### src/rtl/instr_fetch_pkg.sv
// Shared fetch-stage definitions: reset PC, HALT opcode decode, FSM states, buffer entry.
// No logic of its own; imported by instr_fetch and fetch_buf.
package instr_fetch_pkg;

  localparam logic [31:0] RESET_PC_DEFAULT = 32'h0000_0000;
  localparam int          BUF_ENTRIES      = 2;

  // 1LD major-opcode code for System|Branch, and the HALT qualifier bit positions
  localparam logic [1:0]  OPC_SYS_BR   = 2'b11;
  localparam int          HALT_OPC_HI  = 31;
  localparam int          HALT_OPC_LO  = 30;
  localparam int          HALT_SET_BIT = 28;
  localparam int          HALT_CLR_BIT = 27;
  localparam int          HALT_FN_HI   = 28;
  localparam int          HALT_FN_LO   = 25;

  typedef enum logic [1:0] {
    ST_RUN    = 2'd0,
    ST_FLUSH  = 2'd1,
    ST_HALTED = 2'd2
  } state_e;

  typedef struct packed {
    logic [31:0] pc;
    logic [31:0] instr;
  } fetch_entry_t;

  function automatic logic is_halt(input logic [31:0] w);
    logic [3:0] fn;
    fn = w[HALT_FN_HI:HALT_FN_LO];
    return (w[HALT_OPC_HI:HALT_OPC_LO] == OPC_SYS_BR) && w[HALT_SET_BIT] && !w[HALT_CLR_BIT]
           && !(fn inside {4'b0000, 4'b0001, 4'b0010});
  endfunction

endpackage

### src/rtl/fetch_buf.sv
// Two-entry FIFO of {pc, instr}; head is registered, visible the cycle after push.
// Push when full is accepted only alongside a pop; clear overrides push and pop.
module fetch_buf
  import instr_fetch_pkg::*;
(
  input  logic         clk,
  input  logic         rst_n,
  input  logic         clear,
  input  logic         push,
  input  fetch_entry_t push_dat,
  input  logic         pop,
  output fetch_entry_t head_dat,
  output logic         full,
  output logic         empty,
  output logic [1:0]   count
);

  fetch_entry_t mem_q [BUF_ENTRIES];
  fetch_entry_t mem_d [BUF_ENTRIES];
  logic         wr_ptr_q, wr_ptr_d;
  logic         rd_ptr_q, rd_ptr_d;
  logic [1:0]   count_q, count_d;
  logic         do_push, do_pop;

  assign full     = (count_q == 2'd2);
  assign empty    = (count_q == 2'd0);
  assign count    = count_q;
  assign head_dat = mem_q[rd_ptr_q];

  always_comb begin
    mem_d    = mem_q;
    wr_ptr_d = wr_ptr_q;
    rd_ptr_d = rd_ptr_q;
    count_d  = count_q;
    do_pop   = pop && !empty;
    do_push  = push && (!full || do_pop);
    if (clear) begin
      wr_ptr_d = 1'b0;
      rd_ptr_d = 1'b0;
      count_d  = 2'd0;
    end else begin
      if (do_push) begin
        mem_d[wr_ptr_q] = push_dat;
        wr_ptr_d        = ~wr_ptr_q;
      end
      if (do_pop) rd_ptr_d = ~rd_ptr_q;
      count_d = count_q + {1'b0, do_push} - {1'b0, do_pop};
    end
  end

  always_ff @(posedge clk) begin
    if (!rst_n) begin
      mem_q    <= '{default: '0};
      wr_ptr_q <= 1'b0;
      rd_ptr_q <= 1'b0;
      count_q  <= 2'd0;
    end else begin
      mem_q    <= mem_d;
      wr_ptr_q <= wr_ptr_d;
      rd_ptr_q <= rd_ptr_d;
      count_q  <= count_d;
    end
  end

endmodule

### src/rtl/instr_fetch.sv
// Instruction fetch: credit-limited requests, in-order tagging, redirect flush, HALT stop.
// Response reaches decode 1 cycle later; stall holds the head and throttles new requests.
module instr_fetch
  import instr_fetch_pkg::*;
#(
  parameter logic [31:0] RESET_PC  = RESET_PC_DEFAULT,
  parameter int          BUF_DEPTH = 2
) (
  input  logic        clk,
  input  logic        rst_n,
  output logic        imem_req,
  output logic [31:0] imem_addr,
  input  logic        imem_ready,
  input  logic        imem_rvalid,
  input  logic [31:0] imem_rdata,
  output logic        instr_valid,
  output logic [31:0] Instruction,
  output logic [31:0] instr_pc,
  input  logic        stall,
  input  logic        redirect_valid,
  input  logic [31:0] redirect_pc,
  output logic        halted
);

  localparam logic [2:0] DEPTH = 3'(BUF_DEPTH);

  state_e       state_q, state_d;
  logic [31:0]  pc_q, pc_d;
  logic [1:0]   outst_q, outst_d;
  logic [1:0]   drop_q, drop_d;
  logic [31:0]  tag_q [2];
  logic [31:0]  tag_d [2];
  logic         tag_wr_q, tag_wr_d;
  logic         tag_rd_q, tag_rd_d;
  logic         halted_q, halted_d;

  logic         hs, rsp, pop, redir;
  logic         buf_push, buf_clear, buf_full, buf_empty;
  logic [1:0]   buf_count;
  logic [2:0]   occ;
  logic [31:0]  redir_pc;
  fetch_entry_t buf_head, buf_in;

  // A same-cycle pop frees a slot, so it counts as a credit; this sustains one fetch per cycle
  assign occ         = {1'b0, outst_q} + {1'b0, buf_count};
  assign imem_req    = rst_n && (state_q == ST_RUN) && (occ < DEPTH + {2'b00, pop});
  assign imem_addr   = pc_q;
  assign instr_valid = !buf_empty && (state_q != ST_HALTED);
  assign Instruction = buf_head.instr;
  assign instr_pc    = buf_head.pc;
  assign halted      = halted_q;

  assign pop      = instr_valid && !stall;
  assign hs       = imem_req && imem_ready;
  assign rsp      = imem_rvalid && (outst_q != 2'd0);
  assign redir    = redirect_valid && (state_q != ST_HALTED);
  assign redir_pc = {redirect_pc[31:2], 2'b00};
  assign buf_in   = '{pc: tag_q[tag_rd_q], instr: imem_rdata};

  always_comb begin
    state_d   = state_q;
    pc_d      = pc_q;
    drop_d    = drop_q;
    tag_d     = tag_q;
    tag_wr_d  = tag_wr_q;
    tag_rd_d  = tag_rd_q;
    buf_push  = 1'b0;
    buf_clear = 1'b0;
    outst_d   = outst_q + {1'b0, hs} - {1'b0, rsp};
    unique case (state_q)
      ST_RUN: begin
        if (redir) begin
          buf_clear = 1'b1;
          tag_wr_d  = 1'b0;
          tag_rd_d  = 1'b0;
          pc_d      = redir_pc;
          drop_d    = outst_d;
          if (outst_d != 2'd0) state_d = ST_FLUSH;
        end else begin
          if (hs) begin
            tag_d[tag_wr_q] = pc_q;
            tag_wr_d        = ~tag_wr_q;
            pc_d            = pc_q + 32'd4;
          end
          if (rsp) begin
            buf_push = !buf_full || pop;
            tag_rd_d = ~tag_rd_q;
          end
          if (pop && is_halt(buf_head.instr)) state_d = ST_HALTED;
        end
      end
      ST_FLUSH: begin
        if (redir) pc_d = redir_pc;
        if (rsp && (drop_q != 2'd0)) drop_d = drop_q - 2'd1;
        if (drop_d == 2'd0) state_d = ST_RUN;
      end
      default: begin
      end
    endcase
    halted_d = (state_d == ST_HALTED);
  end

  always_ff @(posedge clk) begin
    if (!rst_n) begin
      state_q  <= ST_RUN;
      pc_q     <= {RESET_PC[31:2], 2'b00};
      outst_q  <= 2'd0;
      drop_q   <= 2'd0;
      tag_q    <= '{default: '0};
      tag_wr_q <= 1'b0;
      tag_rd_q <= 1'b0;
      halted_q <= 1'b0;
    end else begin
      state_q  <= state_d;
      pc_q     <= pc_d;
      outst_q  <= outst_d;
      drop_q   <= drop_d;
      tag_q    <= tag_d;
      tag_wr_q <= tag_wr_d;
      tag_rd_q <= tag_rd_d;
      halted_q <= halted_d;
    end
  end

  fetch_buf u_buf (
    .clk      (clk),
    .rst_n    (rst_n),
    .clear    (buf_clear),
    .push     (buf_push),
    .push_dat (buf_in),
    .pop      (pop),
    .head_dat (buf_head),
    .full     (buf_full),
    .empty    (buf_empty),
    .count    (buf_count)
  );

endmodule

### config.mk
export PLATFORM = sky130hd
export DESIGN_NAME = instr_fetch
export DESIGN_NICKNAME = d
export VERILOG_FILES = /design/src/rtl/instr_fetch_pkg.sv /design/src/rtl/fetch_buf.sv /design/src/rtl/instr_fetch.sv
export SDC_FILE = /design/constraint.sdc
export NUM_CORES = 1
export LEC_CHECK = 0
export BUFFER_PORTS_ARGS = -buffer_cell sky130_fd_sc_hd__buf_2
export CAP_MARGIN = 20
export CORE_ASPECT_RATIO = 1.4
export CORE_MARGIN = 2
export CORE_UTILIZATION = 40
export CTS_CLUSTER_DIAMETER = 40
export DETAILED_ROUTE_END_ITERATION = 10
export GPL_TIMING_DRIVEN = 0
export PLACE_DENSITY = 0.68
export SLEW_MARGIN = 30
export SYNTH_ARGS = -nofsm -noshare
export SYNTH_HDL_FRONTEND = slang
export SYNTH_SLANG_ARGS = --single-unit
### constraint.sdc
create_clock -name clk -period 6 [get_ports clk]
set_input_delay 0.3 -clock clk [delete_from_list [all_inputs] [get_ports clk]]
set_output_delay 0.3 -clock clk [all_outputs]
set_load 0.01 [all_outputs]
Word-level counts from Yosys, hierarchy flattened. Index checks and enable logic that the tools add are counted.

$add $sub $neg: 8. Order comparisons: 7. Equality and inequality tests: 10. Multiplexer cells: 34. Bitwise logic cells: 11. Reductions and logical operators: 41.

Operators by type and width (number): 64-bit 2-to-1 mux (4); 32-bit 2-to-1 mux (7); 128-bit bitwise mux (1); 64-bit bitwise mux (1); 64-bit demux with 1-bit select (1); 32-bit case mux with 2 select lines (1); 32-bit by 3-bit adder with 32-bit output (second input constant) (1); 32-bit demux with 1-bit select (1); 1-bit logical AND (16); 2-bit 2-to-1 mux (7); 2-bit nonzero test (6); 1-bit 2-to-1 mux (9); 2-bit >= comparator (second input constant) (4); 1-bit NOT with 2-bit output (4); 2-bit case mux with 2 select lines (2); 2-bit AND reduction (4); 1-bit NOT (7); 2-bit == test (second input constant) (3); 2-bit zero test (3); 2-bit inequality test (second input constant) (3); 3-bit AND reduction (2); 1-bit zero test (5); 2-bit by 1-bit adder with 2-bit output (2); 4-bit by 1-bit == test with 1-bit output (second input constant) (1); other kinds (13) (16).

Bits in registers: 237. Input bits: 70. Word-level logic and storage cells: 127.

Longest topological paths before layout. Gate-level depths: netlist of run 1.

Depth after elaboration: 15. Gate-level depth with buffers: 13. Mapped depth without buffers: 13.

Cells and area by module. From an unflattened synthesis of run 1, not the netlist that was laid out.

Cells, all modules: 1219. Area, all modules: 10831.6 um2.

Modules (own cells, without submodules): fetch_buf (instances 1, cells each 581, area an instance 5813.1 um2, sequential area each 2642.5 um2); instr_fetch (instances 1, cells each 638, area an instance 5018.6 um2, sequential area each 1981.9 um2).

Least setup slack after synthesis of run 1. No wires, ideal clock.

Path type: register to register. Start: register outst_q[0]. End: register halted_q (netlist: halted). Data arrival time: 2883 ps. Data required time: 5941 ps. Setup slack: 3058 ps. Cell stages (with the launch flop): 14. Clock period less this slack: 2942 ps. Cells stage by stage: dfxtp_1 > ha_1 > fa_1 > or4b_4 > nor2_1 > nand2_1 > ha_1 > inv_1 > ha_1 > xor2_1 > xnor2_1 > a21oi_1 > a31oi_1 > and2_1.

Longest elaborated chain between the ends: 11. Elaborated cells between the ends (all ways): 18.

Ends and longest elaborated chain: from (decl) (line instr_fetch.sv:29) `logic [1:0] outst_q, outst_d;`; from (signal assigned) (line instr_fetch.sv:116) `outst_q <= outst_d;`; 2-bit by 2-bit adder with 3-bit output (line instr_fetch.sv:45) `assign occ = {1'b0, outst_q} + {1'b0, buf_count};`; 3-bit < comparator (line instr_fetch.sv:46) `assign imem_req = rst_n && (state_q == ST_RUN) && (occ < DEPTH + {2'b00, pop});`; 1-bit logical AND (line instr_fetch.sv:46); named net imem_req (line instr_fetch.sv:11) `output logic imem_req,`; 1-bit logical AND (line instr_fetch.sv:54) `assign hs = imem_req && imem_ready;`; 2-bit by 1-bit adder with 2-bit output (line instr_fetch.sv:69) `outst_d = outst_q + {1'b0, hs} - {1'b0, rsp};`; 2-bit by 1-bit subtractor with 2-bit output (line instr_fetch.sv:69); 2-bit nonzero test (line instr_fetch.sv:78) `if (outst_d != 2'd0) state_d = ST_FLUSH;`; 2-bit 2-to-1 mux (line instr_fetch.sv:78); 2-bit 2-to-1 mux (line instr_fetch.sv:72) `if (redir) begin`; 2-bit case mux with 2 select lines (line instr_fetch.sv:70) `unique case (state_q)`; 2-bit == test (line instr_fetch.sv:100) `halted_d = (state_d == ST_HALTED);`; to (signal assigned) (line instr_fetch.sv:121) `halted_q <= halted_d;`; to (decl) (line instr_fetch.sv:35) `logic halted_q, halted_d;`.

The timed path passes the listed nets, and every way through them passes these cells. The select of a mux whose other input is x is not followed. A chain may end at the register's enable or synchronous reset.

Worst setup path in the final report of run 1.
Start: register u_buf.rd_ptr_q. End: output instr_pc[19].

Longest elaborated chain between the ends: 4.

Ends and longest elaborated chain: from (decl) (line fetch_buf.sv:21) `logic rd_ptr_q, rd_ptr_d;`; from (signal assigned) (line fetch_buf.sv:60) `rd_ptr_q <= rd_ptr_d;`; 1-bit NOT with 2-bit output (not written as such) (line fetch_buf.sv:28) `assign head_dat = mem_q[rd_ptr_q];`; 64-bit 2-to-1 mux (not written as such) (3 in series) (line fetch_buf.sv:28); to (decl) (line instr_fetch.sv:18) `output logic [31:0] instr_pc,`.

Every way passes these cells. The select of a mux whose other input is x is not followed.

==> flow_summary.ini, run 1 <==
[worst_setup_path]
cp_cell_sequence = clkbuf_1, clkbuf_1, buf_1, mux2_2, buf_2
critPathMaxFanout = 10
r2r_slack_ns = 2.87
r2r_cells = 13
rr_endpoint = state_q[0]
cp-start-kind = flop
critPathKind = flop to primary output
r2r-start = outst_q[0]
worst-path-buf-inv = 4
path_common_cell = clkbuf_1
arrival_ns = 3.03
max_stage_delay_ns = 0.66
cp-end-kind = primary output
crit_path_start = u_buf.rd_ptr_q
crit_family = buffers and inverters
worst_path_max_delay_cell = buf_1
required_ns = 5.70

[global_routing]
grt_pass1_wl_um = 46600
grt_max_degree = 14
grt_pass1_vias = 8876
grt_antenna_before_repair = 0
gr-usage-all-layers_pct = 22.2
grt-ovfl-total = 0

[synth]
async_flop_share_pct = 0
synthCells = 1203
yosysTopAreaCellShare_pct = 45.6
synth_enable_flop_cells = 0
synth-main-ff-cell = dfxtp_1
yosys-top-cells-area = dfxtp_1, nand2_1, a21oi_1
ys_warn_count = 0
avgSynthCellArea_um2 = 8.28
syn_area_um2 = 9970
synth-seq-cells = 227
ys_types = 58
ys_seq_area_share_pct = 45.6
yosysTopAreaCell = dfxtp_1

[worst_hold_path]
min-delay-start = imem_rdata[7]
hp-class = input pin to flop
hold_end = u_buf.mem_q[7]
holdPathStages = 3

[route]
first_iter_violations = 613
wire_per_inst_um = 17.5
route.detailed.drc = 0
routed_wl_um = 30200
vias = 9280
antenna_left = 0
firstDrtPassIters = 6
viasPerCell = 5.37

[cts]
htreeDepth = 1
cts.sinks = 227
clk_pin_slew_ns = 0.06
cts_buffers = 27
postCtsHoldBufs = 0
clock_path_buffers = 3
cts_tree = done
root_buffer = clkbuf_16
post-cts-setup-buffers = 0
clk-insertion-delay-late_ns = 0.53
ctsResizeCount = 0

[pwr]
power_density_nw_per_um2 = 359
power_leakage_nw = 4.56
ir_worst_vdd_v = 0.000255

[timing]
relSlewSlack_pct = 37.7
rsz0062_at_grt = false
setup-violations-final = 0
hold_viol_final = 0
fin_crit_ns = 3.33
slew_viol_final = 0
timing.fmax_ghz = 0.301
tns_ns = 0
worstMarginPinSlew_ns = 0.927
finClkSkew_ns = 0.0151
fin_crit_sh_pct = 55.5

[die]
dieArea_um2 = 26200
io_pins = 169
die-height_um = 191
coreArea_um2 = 24600
rows = 68
die_w_um = 137
start_util_pct = 40.5

[place]
globalplace.congestion = 0.929
numPortBuffers = 161
dpl.hpwl_um = 21800

[cells_and_area]
fin_util_pct = 49.1
area_delta_synth_final_pct = 21.1
insertedDiodeCount = 0
layout-drive-gt1-share_pct = 22.4
layout.nets = 1474

[flow_run]
cap_violations = 0

[status]
status = completed
## placed cells by master, fill, tap and decap left out, types with 9 or more instances in the layout
master,count
nor2_1,90
clkbuf_16,27
nand4_1,12
inv_1,16
nand3_1,19
a21oi_1,151
a211oi_1,72
mux2_2,62
clkbuf_1,58
and2_1,9
mux2i_1,30
dfxtp_1,227
nand2_1,276
o22ai_1,10
buf_2,190
o21ai_0,31
## cell type report
type / count / area [um^2]
Clock inverter: 11 / 103
Multi-Input combinational cell: 863 / 4940
Fill cell: 2420 / 12500
Clock buffer: 35 / 786
Sequential cell: 227 / 4540
Tap cell: 315 / 394
Inverter: 17 / 63.8
Buffer: 99 / 438
Timing Repair Buffer: 161 / 806
## report_power, final
group	switching [W]	leakage [nW]	internal, W
Clock	0.000658	0.434	0.000964
Combinational	0.000571	2.28	0.000372
Sequential	0.000127	1.84	0.00164
Total	0.00136	4.56	0.00298
## through the flow
step	setup WS, ns	instance area [um^2]	power (W)	hold WS [ns]	std cells
global placement	2.89	11200	0.00272	0.437	1682
finish	2.67	12100	0.00433	0.0122	1728
CTS	2.60	12100	0.00434	0.00644	1728
global route	2.53	12100	0.00452	0.0175	1728
detailed placement	2.86	11200	0.00273	0.444	1682
floorplan	3.06	9980	0.00239	0.431	1206
## how the worst max path moves through the flow
stage	end	slack, ns	cells past startpoint
after floorplan	halted	3.06	13
after CTS	instr_pc[19]	2.60	5
final	instr_pc[19]	2.67	5
after global routing	instr_pc[19]	2.53	5
after detailed placement	state_q[0]	2.86	13
after global placement	halted	2.89	13
## flip-flops by register name, summed over array words and instances, names as in the netlist
signal          flops
outst_q             2
u_buf.wr_ptr_q      1
state_q             2
tag_rd_q            1
u_buf.count         2
u_buf.mem_q       124
imem_addr          30
tag_q              60
drop_q              2
u_buf.rd_ptr_q      1
tag_wr_q            1
halted              1
## cells in the mapped netlist, drive strengths merged, types with 6 or more instances
cell	instances
a21o	7
o22ai	10
or3	6
o21ai	31
and2	9
nor2	91
mux2i	30
a21oi	151
nor3	9
mux2	62
clkbuf	58
nand4	12
nand2	276
nand3	19
and3	6
buf	41
ha	7
dfxtp	227
a211oi	72
inv	17
## logic make-up after synthesis
| family | after synthesis | synth area share (%) |
|---|---|---|
| other cells | 1 | 0.0376 |
| fa+ha+maj | 8 | 1.08 |
| buf+inv | 116 | 5.03 |
| simple gates | 450 | 19.2 |
| compound gates | 303 | 18.5 |
| mux | 92 | 10.0 |
| xor+xnor | 6 | 0.527 |
| flops | 227 | 45.6 |
## layer usage
metal | up-vias | global-route usage [%] | share of wire, %
met5 | - | 0 | 0
met4 | 0 | 7.93 | 3.0
met3 | 66 | 3.16 | 6.5
met2 | 363 | 39.1 | 49
met1 | 4287 | 27.4 | 41
li1 | 4564 | - | -
## worst register-to-register path, delay by kind of cell, from the launching register on
| kind | cells | cell delay [ns] |
|---|---|---|
| adder cells (fa/ha/maj) | 4 | 1.04 |
| AND/OR/NAND/NOR | 4 | 0.88 |
| XOR/XNOR | 2 | 0.41 |
| flip-flops | 1 | 0.33 |
| AO/OA/AOI/OAI | 2 | 0.29 |
| buffers and inverters | 1 | 0.04 |
Note: power is estimated with default switching activity, not from simulation.
==> run 2: changes to the inputs <==
==> constraint.sdc (replaced) <==
create_clock -name clk -period 3.4 [get_ports clk]
set_input_delay 0.17 -clock clk [delete_from_list [all_inputs] [get_ports clk]]
set_output_delay 0.17 -clock clk [all_outputs]
set_load 0.01 [all_outputs]
==> run 2 against run 1 <==
Compared with the run above:
- the flow now finishes with violations (hold timing)
- wire length increased by 1.8%
- worst setup slack got worse by 2.4 ns
- via count increased by 2.0%
- die area unchanged
- critical path type unchanged
- largest power group unchanged
==> flow_summary.ini, run 2 (same netlist as run 1, synthesis figures left out) <==
[worst_hold_path]
hold_end = imem_addr[17]
hp-class = input pin to flop
holdPathStages = 3
min-delay-start = redirect_pc[17]

[cts]
root_buffer = clkbuf_16
cts.sinks = 227
cts_tree = done
htreeDepth = 1
clk_pin_slew_ns = 0.06
clk-insertion-delay-late_ns = 0.53
cts_buffers = 27
clock_path_buffers = 3

[die]
io_pins = 169
die-height_um = 191
dieArea_um2 = 26200
coreArea_um2 = 24600
die_w_um = 137
rows = 68
start_util_pct = 40.5

[pwr]
power.total_w = 0.00768
power_leakage_nw = 4.74
ir_worst_vdd_v = 0.000519
power_density_nw_per_um2 = 614

[global_routing]
gr-usage-all-layers_pct = 22.7
grt_antenna_before_repair = 0
grt_pass1_vias = 9167
grt-ovfl-total = 0
grt_pass1_wl_um = 47500
grt_max_degree = 14

[timing]
fin_crit_ns = 3.17
relSlewSlack_pct = 37.8
fin_ws_ns = 0.227
tns_ns = 0
hold_ws_ns = -0.000162
slew_viol_final = 0
worstMarginPinSlew_ns = 0.926
rsz0062_at_grt = false
setup-violations-final = 0
finClkSkew_ns = 0.0164
fin_crit_sh_pct = 93.3
hold_viol_final = 1
timing.fmax_ghz = 0.315

[route]
vias = 9461
wire_per_inst_um = 17.3
viasPerCell = 5.34
firstDrtPassIters = 5
first_iter_violations = 691
antenna_left = 0
route.detailed.drc = 0
routed_wl_um = 30700

[cells_and_area]
layout-drive-gt1-share_pct = 21.7
layout.nets = 1518
max_flop_register = u_buf.mem_q
area_delta_synth_final_pct = 25.5
insertedDiodeCount = 0
fillCellCount = 2357
final_common_cell = nand2_1
mostFrequentLayoutCells = nand2_1, dfxtp_1, buf_2
largest_reg_flops = 124
fin_cells = 1772

[place]
globalplace.congestion = 0.929
numPlacedInstances = 1682
numPortBuffers = 161
place_ws_ns = 0.265
dpl.hpwl_um = 21800

[worst_setup_path]
rr_endpoint = state_q[0]
r2r-start = outst_q[0]
cp_cell_sequence = clkbuf_1, clkbuf_1, buf_1, mux2_2, buf_2
critPathMaxFanout = 10
path_common_cell = clkbuf_1
arrival_ns = 3.00
r2r_slack_ns = 0.28
r2r_cells = 13
required_ns = 3.23
cp-end-kind = primary output
crit_family = buffers and inverters
max_stage_delay_ns = 0.66
cp-start-kind = flop
critPathKind = flop to primary output
worst-path-buf-inv = 4
worst_path_max_delay_cell = buf_1

[status]
status = finished, violations left
violations = hold timing

[flow_run]
cap_violations = 0
## run 2: per-stage QoR
stage	instance area, um^2	util [%]
2_1_floorplan	9980	-
3_3_place_gp	11200	45.5
3_5_place_dp	11200	45.5
4_1_cts	12500	50.9
5_1_grt	12500	50.9
6_report	12500	50.9
## run 2: cell type report
cell class,count,area [um^2],area share (%)
clock inverter,11,103,0.820
tap,315,394,3.15
buffer,99,438,3.50
sequential,227,4540,36.3
multi-input combinational,863,4940,39.5
clock buffer,35,786,6.28
timing repair buffer,205,1250,9.96
inverter,17,63.8,0.510
## run 2: per-layer routing
layer	up-vias	GRT usage, %	wire length [um]
met2	374	40.6	15200
met3	69	3.27	2060
li1	4651	-	-
met5	-	0	0
met1	4367	27.3	12400
met4	0	8.17	1040
## run 2: timing repair
action | in CTS | in global routing
setup endpoints to repair | 0 | 0
endpoints found under the hold margin | 79 | 0
hold buffers | 44 | 0
resized for setup | 0 | 0
setup buffers | 0 | 0
## run 2: worst max path at each step
stage | to | cells past startpoint | start | slack [ns]
CTS | instr_pc[19] | 5 | u_buf.rd_ptr_q | 0.13
floorplan | halted | 13 | outst_q[0] | 0.46
detailed placement | state_q[0] | 13 | outst_q[0] | 0.26
global placement | halted | 13 | outst_q[0] | 0.29
finish | instr_pc[19] | 5 | u_buf.rd_ptr_q | 0.23
global route | state_q[0] | 13 | outst_q[0] | 0.01
## run 2: worst reg2reg max path: cells and delay by family (launching register included)
kind,cells,cell delay [ns]
simple gates,4,0.88
xor+xnor,2,0.41
buf+inv,1,0.04
compound gates,2,0.29
fa+ha+maj,4,1.03
flops,1,0.33
## run 2: power breakdown
part | switching, W | leakage [nW] | internal, W
Sequential | 0.000223 | 1.84 | 0.00289
Clock | 0.00116 | 0.434 | 0.00170
Combinational | 0.00102 | 2.47 | 0.000690
